[src/rtl/sdram_autorefresh_if.sv]
// Refresh-block <-> command-arbiter connection: grant/request handshake plus
// the SDRAM command, bank and address bus that the arbiter muxes onto the pins.
interface sdram_autorefresh_if;
  logic        ref_en;
  logic        ref_req;
  logic        ref_end;
  logic        ref_busy;
  logic        ref_miss;
  logic [3:0]  cmd_reg;
  logic [1:0]  sdram_ba;
  logic [12:0] sdram_addr;

  // Arbiter side: grants and observes the refresh block
  modport master (
    output ref_en,
    input  ref_req, ref_end, ref_busy, ref_miss, cmd_reg, sdram_ba, sdram_addr
  );

  // Refresh block side
  modport slave (
    input  ref_en,
    output ref_req, ref_end, ref_busy, ref_miss, cmd_reg, sdram_ba, sdram_addr
  );
endinterface

[src/rtl/sdram_autorefresh.sv]
// SDRAM auto-refresh stage: periodic request generation and, on grant, the
// PRECHARGE-all + REF_BURST x AUTO REFRESH sequence with tRP/tRC spacing.
module sdram_autorefresh #(
  parameter int unsigned REF_PERIOD = 750,
  parameter int unsigned TRP_CLK    = 2,
  parameter int unsigned TRC_CLK    = 7,
  parameter int unsigned REF_BURST  = 2
) (
  input  logic                 sysclk_100M,
  input  logic                 rst,
  input  logic                 init_end_flag,
  sdram_autorefresh_if.slave   bus
);

  localparam int unsigned CNT_W    = $clog2(REF_PERIOD);
  localparam int unsigned WAIT_MAX = (TRP_CLK > TRC_CLK) ? TRP_CLK : TRC_CLK;
  localparam int unsigned WAIT_W   = $clog2(WAIT_MAX + 1);
  localparam int unsigned BURST_W  = $clog2(REF_BURST + 1);

  localparam logic [3:0] CMD_NOP  = 4'b0111;
  localparam logic [3:0] CMD_PRE  = 4'b0010;
  localparam logic [3:0] CMD_AREF = 4'b0001;

  typedef enum logic [2:0] {
    IDLE  = 3'd0,
    PRECH = 3'd1,
    TRP   = 3'd2,
    AREF  = 3'd3,
    TRC   = 3'd4,
    DONE  = 3'd5
  } state_t;

  state_t               state, state_nxt;
  logic [CNT_W-1:0]     int_cnt;
  logic [WAIT_W-1:0]    wait_cnt, wait_cnt_nxt;
  logic [BURST_W-1:0]   burst_cnt, burst_cnt_nxt;
  logic [3:0]           cmd_c;
  logic                 end_c;
  logic                 busy_c;
  logic                 expire_c;
  logic                 grant_c;

  assign expire_c = init_end_flag && (int_cnt == CNT_W'(REF_PERIOD - 1));
  assign grant_c  = (state == IDLE) && bus.ref_req && bus.ref_en && init_end_flag;

  assign bus.sdram_ba   = 2'b00;
  assign bus.sdram_addr = 13'h0400;

  // Refresh interval counter, parked at 0 until initialisation has finished
  always_ff @(posedge sysclk_100M or posedge rst) begin
    if (rst) begin
      int_cnt <= '0;
    end else if (!init_end_flag || expire_c) begin
      int_cnt <= '0;
    end else begin
      int_cnt <= int_cnt + CNT_W'(1);
    end
  end

  // Request and missed-interval tracking; a fresh expiry outranks a grant
  always_ff @(posedge sysclk_100M or posedge rst) begin
    if (rst) begin
      bus.ref_req  <= 1'b0;
      bus.ref_miss <= 1'b0;
    end else begin
      if (!init_end_flag) begin
        bus.ref_req <= 1'b0;
      end else if (expire_c) begin
        bus.ref_req <= 1'b1;
      end else if (grant_c) begin
        bus.ref_req <= 1'b0;
      end
      if (expire_c && bus.ref_req && !grant_c) begin
        bus.ref_miss <= 1'b1;
      end
    end
  end

  // Sequencer state and its wait/burst counters
  always_ff @(posedge sysclk_100M or posedge rst) begin
    if (rst) begin
      state     <= IDLE;
      wait_cnt  <= '0;
      burst_cnt <= '0;
    end else begin
      state     <= state_nxt;
      wait_cnt  <= wait_cnt_nxt;
      burst_cnt <= burst_cnt_nxt;
    end
  end

  // Next-state and per-state command decode
  always_comb begin
    state_nxt     = state;
    wait_cnt_nxt  = wait_cnt;
    burst_cnt_nxt = burst_cnt;
    cmd_c         = CMD_NOP;
    end_c         = 1'b0;
    busy_c        = (state != IDLE);
    unique case (state)
      IDLE: begin
        if (grant_c) begin
          state_nxt = PRECH;
        end
      end
      PRECH: begin
        cmd_c        = CMD_PRE;
        wait_cnt_nxt = '0;
        state_nxt    = TRP;
      end
      TRP: begin
        if (wait_cnt == WAIT_W'(TRP_CLK - 1)) begin
          wait_cnt_nxt = '0;
          state_nxt    = AREF;
        end else begin
          wait_cnt_nxt = wait_cnt + WAIT_W'(1);
        end
      end
      AREF: begin
        cmd_c         = CMD_AREF;
        burst_cnt_nxt = burst_cnt + BURST_W'(1);
        wait_cnt_nxt  = '0;
        state_nxt     = TRC;
      end
      TRC: begin
        if (wait_cnt == WAIT_W'(TRC_CLK - 1)) begin
          wait_cnt_nxt = '0;
          state_nxt    = (burst_cnt < BURST_W'(REF_BURST)) ? AREF : DONE;
        end else begin
          wait_cnt_nxt = wait_cnt + WAIT_W'(1);
        end
      end
      DONE: begin
        end_c         = 1'b1;
        wait_cnt_nxt  = '0;
        burst_cnt_nxt = '0;
        state_nxt     = IDLE;
      end
      default: begin
        state_nxt     = IDLE;
        wait_cnt_nxt  = '0;
        burst_cnt_nxt = '0;
      end
    endcase
  end

  // Registered command and status outputs, one cycle behind the state
  always_ff @(posedge sysclk_100M or posedge rst) begin
    if (rst) begin
      bus.cmd_reg  <= CMD_NOP;
      bus.ref_end  <= 1'b0;
      bus.ref_busy <= 1'b0;
    end else begin
      bus.cmd_reg  <= cmd_c;
      bus.ref_end  <= end_c;
      bus.ref_busy <= busy_c;
    end
  end

endmodule
[src/flat_wrapper.sv]
// flat-port wrapper written by rule: the top's interface ports become plain ports
module sdram_autorefresh_flat 
#(
  parameter int unsigned REF_PERIOD = 750,
  parameter int unsigned TRP_CLK    = 2,
  parameter int unsigned TRC_CLK    = 7,
  parameter int unsigned REF_BURST  = 2
)
  (sysclk_100M, rst, init_end_flag, bus_ref_en, bus_ref_req, bus_ref_end, bus_ref_busy, bus_ref_miss, bus_cmd_reg, bus_sdram_ba, bus_sdram_addr);
  sdram_autorefresh_if bus_i ();
  input  logic sysclk_100M;
  input  logic rst;
  input  logic init_end_flag;
  input wire logic [$bits(bus_i.ref_en)-1:0] bus_ref_en;
  output wire logic [$bits(bus_i.ref_req)-1:0] bus_ref_req;
  output wire logic [$bits(bus_i.ref_end)-1:0] bus_ref_end;
  output wire logic [$bits(bus_i.ref_busy)-1:0] bus_ref_busy;
  output wire logic [$bits(bus_i.ref_miss)-1:0] bus_ref_miss;
  output wire logic [$bits(bus_i.cmd_reg)-1:0] bus_cmd_reg;
  output wire logic [$bits(bus_i.sdram_ba)-1:0] bus_sdram_ba;
  output wire logic [$bits(bus_i.sdram_addr)-1:0] bus_sdram_addr;
  assign bus_i.ref_en = bus_ref_en;
  assign bus_ref_req = bus_i.ref_req;
  assign bus_ref_end = bus_i.ref_end;
  assign bus_ref_busy = bus_i.ref_busy;
  assign bus_ref_miss = bus_i.ref_miss;
  assign bus_cmd_reg = bus_i.cmd_reg;
  assign bus_sdram_ba = bus_i.sdram_ba;
  assign bus_sdram_addr = bus_i.sdram_addr;
  sdram_autorefresh #(.REF_PERIOD(REF_PERIOD), .TRP_CLK(TRP_CLK), .TRC_CLK(TRC_CLK), .REF_BURST(REF_BURST)) u_core (.sysclk_100M(sysclk_100M), .rst(rst), .init_end_flag(init_end_flag), .bus(bus_i));
endmodule
[config.mk]
export PLATFORM = sky130hd
export DESIGN_NAME = sdram_autorefresh_flat
export DESIGN_NICKNAME = d
export VERILOG_FILES = /design/src/rtl/sdram_autorefresh_if.sv /design/src/rtl/sdram_autorefresh.sv /design/src/flat_wrapper.sv
export SDC_FILE = /design/constraint.sdc
export NUM_CORES = 1
export LEC_CHECK = 0
export ABC_AREA = 0
export CAP_MARGIN = 15
export CORE_MARGIN = 3
export CORE_UTILIZATION = 50
export CTS_CLUSTER_SIZE = 20
export DETAILED_ROUTE_END_ITERATION = 8
export HOLD_SLACK_MARGIN = 0.15
export PLACE_DENSITY = 0.77
export SETUP_SLACK_MARGIN = 0.05
export SYNTH_ARGS = -nofsm -noshare
export SYNTH_HDL_FRONTEND = slang
export SYNTH_SLANG_ARGS = --single-unit
[constraint.sdc]
create_clock -name sysclk_100M -period 2 [get_ports sysclk_100M]
set_input_delay 0.4 -clock sysclk_100M [delete_from_list [all_inputs] [get_ports sysclk_100M]]
set_output_delay 0.4 -clock sysclk_100M [all_outputs]
set_load 0.05 [all_outputs]
# Yosys cells after proc, flatten, opt, wreduce, memory -nomap -nowiden
# Cells that the tools add are included.
[totals]
memories = 0
mem_bits_rw = 0
in_bits = 4
out_inout_bits = 23
reg_bits = 25
rom_bits = 0
latch_bits = 0
[classes]
n_mux = 15
shifts = 0
n_bitwise = 0
div_mod_pow = 0
n_eq_ne = 12
n_mul = 0
add_sub_neg = 3
n_reduce_logical = 13
order_cmp = 1
[ops]
columns = ["cell", "n"]
rows = [
  ["3-bit 2-to-1 mux", 6],
  ["3-bit case mux with 5 select lines", 1],
  ["10-bit by 1-bit adder with 10-bit output, second input constant", 1],
  ["10-bit == test, second input constant", 1],
  ["10-bit 2-to-1 mux", 1],
  ["3-bit == test, second input constant", 3],
  ["3-bit case mux with 3 select lines", 1],
  ["3-bit by 1-bit == test with 1-bit output, second input constant", 2],
  ["3-bit by 2-bit == test with 1-bit output, second input constant", 2],
  ["1-bit logical AND", 6],
  ["2-bit by 1-bit != test with 1-bit output, second input constant", 3],
  ["3-bit case mux with 2 select lines", 1],
  ["1-bit 2-to-1 mux", 4],
  ["2-bit case mux with 2 select lines", 1],
  ["4-bit OR reduction", 1],
  ["3-bit by 1-bit adder with 3-bit output, second input constant", 1],
  ["3-bit logical NOT", 1],
  ["3-bit by 1-bit != test with 1-bit output, second input constant", 1],
  ["3-bit AND reduction", 1],
  ["3-bit nonzero test", 1],
  ["2-bit by 1-bit adder with 2-bit output, second input constant", 1],
  ["1-bit logical NOT", 2],
  ["2-bit less-than comparator, second input constant", 1],
  ["1-bit logical OR", 1],
]

# Logic depth before layout (Yosys ltp)
[depth]
word_depth = 7
depth_mapped = 5

# Least setup slack after synthesis
# Ideal clock, no wire load.
[synth_timing]
kind = "flip-flop to flip-flop"
startpoint = "register u_core.int_cnt[1]"
endpoint = "register u_core.int_cnt[6]"
arrival_ns = 1.291
n_path_buf = 0
slack_ns = 0.585
required_ns = 1.876
stages_incl_launch_ff = 6
cell_sequence = "dfrtp_1 > inv_1 > ha_1 > nand2b_1 > o311a_1 > o31a_1"
[synth_via]
elab_chain_cells = 4
elab_cells_between_ends = 5
cone_classes = "add/sub (1); eq/ne (1); mux (1); reduce/logical (2)"
[synth_lines]
columns = ["element", "line_no", "source"]
rows = [
  ["from (decl)", "sdram_autorefresh.sv:34", "logic [CNT_W-1:0] int_cnt;"],
  ["from (signal assigned)", "sdram_autorefresh.sv:56", "int_cnt <= int_cnt + CNT_W'(1);"],
  ["parallel branches: the longest is 3 deep, another holds 10-bit by 1-bit adder with 10-bit output", "n/a", ""],
  ["10-bit 2-to-1 mux (*)", "sdram_autorefresh.sv:53", "end else if (!init_end_flag || expire_c) begin"],
]
# Mark *: on every way between the ends.
# A chain may end at the register's enable or synchronous reset.

# Worst setup path after layout
[layout_timing]
startpoint = "register u_core.bus.ref_end"
endpoint = "output port bus_ref_end"
[layout_rtl]
columns = ["element", "line_no", "source"]
rows = [
  ["from (decl)", "sdram_autorefresh_if.sv:22", "output ref_req, ref_end, ref_busy, ref_miss, cmd_reg, sdram_ba, sdram_addr"],
  ["from (signal assigned)", "sdram_autorefresh.sv:155", "bus.ref_end <= end_c;"],
  ["to (decl)", "flat_wrapper.sv:16", "output wire logic [$bits(bus_i.ref_end)-1:0] bus_ref_end;"],
]
# No word-level cell between the ends.

==> impl_metrics.tcl <==
set metrics [dict create \
    status "finished, final reports clean" \
    drv_slew 0 \
    finalCritPeriodShare_pct 93.2 \
    final_area_sq_mm 0.00151 \
    placedInstanceArea_sq_mm 0.00148 \
    drive_gt1_share_pct 12.2 \
    crit_chain "clkdlybuf4s50_1" \
    utilization_pct 58.4 \
    synth-compound-area-share_pct 18.1 \
    path_clk_slew_ns 0.14 \
    end_kind "primary output" \
    die_h_um 59.3 \
    io_pins 27 \
    synth_top_cell_by_area "dfrtp_1" \
    synthCells 147 \
    clock-skew-final_ns 0.00357 \
    largest_reg_flops 10 \
    hold_violations 0 \
    gp_congestion 0.771 \
    insertion_delay_ns 0.32 \
    finalSetupTns_ns 0 \
    yosysSeqAreaShare_pct 44.3 \
    worst_pin_slew_ns 0.505 \
    slew_headroom_pct 66.3 \
    setup_violations 0 \
    largest-register "u_core.int_cnt" \
    ys_seq_elements 25 \
    synth_top_family_by_area "simple AND/OR/NAND/NOR gates" \
    power_density_mw_per_mm2 569 \
    final_cell_count_no_fill 186 \
    synth_mux_area_share_pct 0 \
    yosys_most_used_dff "dfrtp_1" \
    fmax_mhz 537 \
    fillCellCount 241 \
    routed_wl_um 2570 \
    crit_type "reg -> out" \
    hold_path_class "in -> async" \
    port_buffers 10 \
    yosysWarnings 0 \
    async_reset_ff_share_pct 100 \
    n_antenna_cell 0 \
    maxCapViolCount 0 \
    worst_setup_path_start_kind "flop" \
    crit_slowest_cell "clkdlybuf4s50_1" \
    synth.distinct_cells 47 \
    cts_setup_buffers 0 \
    place_hpwl_um 1880 \
    start_util_pct 54.9 \
    netlist_area_sq_mm 0.00142 \
    synth_fa_ha_area_share_pct 1.76 \
    crit_required_ns 1.60 \
    synth_xor_area_share_pct 1.85 \
    grt_setup_unrepaired "false" \
    worst-path-buf-inv 1 \
    synth_area_per_cell_sq_um 9.67 \
    fp.dieArea_sq_mm 0.00352 \
    drtIter0Drc 47 \
    synth_top_area_share_pct 38.7 \
    whs_ns 0.398 \
    pre_cts_slack_ns 0.263 \
    vdd_drop_max_mv 0.303 \
    drcViolationCount 0 \
    firstDrtPassIters 5 \
    clkSinkCount 25 \
    grt_usage_pct 15.8 \
    cts.hold.buffers_added 0 \
    cts_tree "yes" \
    grt_pass1_vias 968 \
    rows 18 \
    core_sq_mm 0.00259 \
    cts_buffers 3 \
    synth_area_leaders "dfrtp_1 39%, buf_4 8.5%, dfstp_2 5.5%, nor2_1 2.6%, a21oi_1 2.5%" \
    antenna_found_initial 0 \
    critPathTopFamily "buffers and inverters" \
    dp_cells 182 \
    nets 163 \
    cts_buffer_depth 2 \
    power.leakage_nw 0.724 \
    ant_nets 0 \
    cts_root_buf "clkbuf_4" \
    cp_max_fo 1 \
    synthSimpleGateAreaFrac_pct 21.7 \
    total_power_uw 861 \
    area_growth_syn_to_layout_pct 6.43 \
    grt_overflow 0 \
    synth_edf_count 0 \
    num_vias 1068 \
    viasPerCell 5.74 \
    grt_pass1_wl_um 4280 \
    wl_per_cell_um 13.8 \
    cp.arrival_ns 1.46 \
    cpPeakStageDelay_ns 0.79 \
    period_minus_slack_ns 1.86 \
    grt_max_degree 26 \
    chipWidth_um 59.3 \
    ctsHtreeMaxLevel 1 \
    final.setup.worst_slack_ns 0.137 \
]
[where the power goes]
part	total [mW]	internal, mW	leakage (nW)	switching [mW]
registers	0.519	0.511	0.336	0.00836
logic	0.108	0.0171	0.374	0.0911
clock network	0.234	0.0764	0.0139	0.157
total	0.861	0.604	0.724	0.257
[kinds of logic after synthesis]
kind of cell / after synthesis
buffers and inverters: 28
flip-flops: 25
other: 2
AO/OA/AOI/OAI: 35
AND/OR/NAND/NOR: 52
adder cells (fa/ha/maj): 2
XOR/XNOR: 3
[cell usage in the layout, fill, tap and decap left out, types with 4 or more instances in the layout]
cell type	instances
dfrtp_1	22
conb_1	16
nor2_1	10
a21oi_1	7
o21ai_0	7
inv_1	7
nand2_1	7
nand2b_1	5
nand3_1	5
clkdlybuf4s50_1	5
buf_4	5
or3_1	4
[what timing repair did]
item	4_1_cts	5_1_grt
resized for setup	0	2
endpoints found under the setup margin	0	2
endpoints found under the hold margin	0	0
[area by class of cell]
type / instances / area (sq um) / share of cell area, %
well taps: 30 / 37.5 / 2.48
inverters: 7 / 26.3 / 1.74
flip-flops and latches: 25 / 629 / 41.6
repair buffers: 12 / 113 / 7.44
multi-input cells: 108 / 677 / 44.7
clock inverters: 1 / 7.51 / 0.496
clock buffers: 3 / 22.5 / 1.49
[synth_stat cells, drive strengths merged, types with 4 or more instances]
master  count
nor2       10
nand3       5
dfrtp      22
nand2       7
nand2b      5
or3         4
inv         7
buf        18
a21oi       7
o21ai       7
[per-layer routing]
metal  vias to the layer above  wire, um  track usage [%]
met5                         -         0                0
met4                         0        22             6.47
met3                         3       198             3.49
met2                        57      1220             24.8
met1                       505      1130             21.1
li1                        503         -                -
[final timing paths]
check,endpoint,slack [ns],from,depth (start not counted)
max reg2reg,u_core.state[1],0.38,u_core.state[2],3
max,bus_ref_end,0.14,u_core.bus.ref_end,1
min in group sysclk_100M,u_core.bus.ref_miss,0.49,u_core.bus.ref_miss,1
min,u_core.burst_cnt[1],0.40,rst,3
max in group asynchronous,u_core.bus.cmd_reg[2],1.32,rst,3
min reg2reg,u_core.bus.ref_miss,0.49,u_core.bus.ref_miss,1
Power figures use the tool's default switching activity.
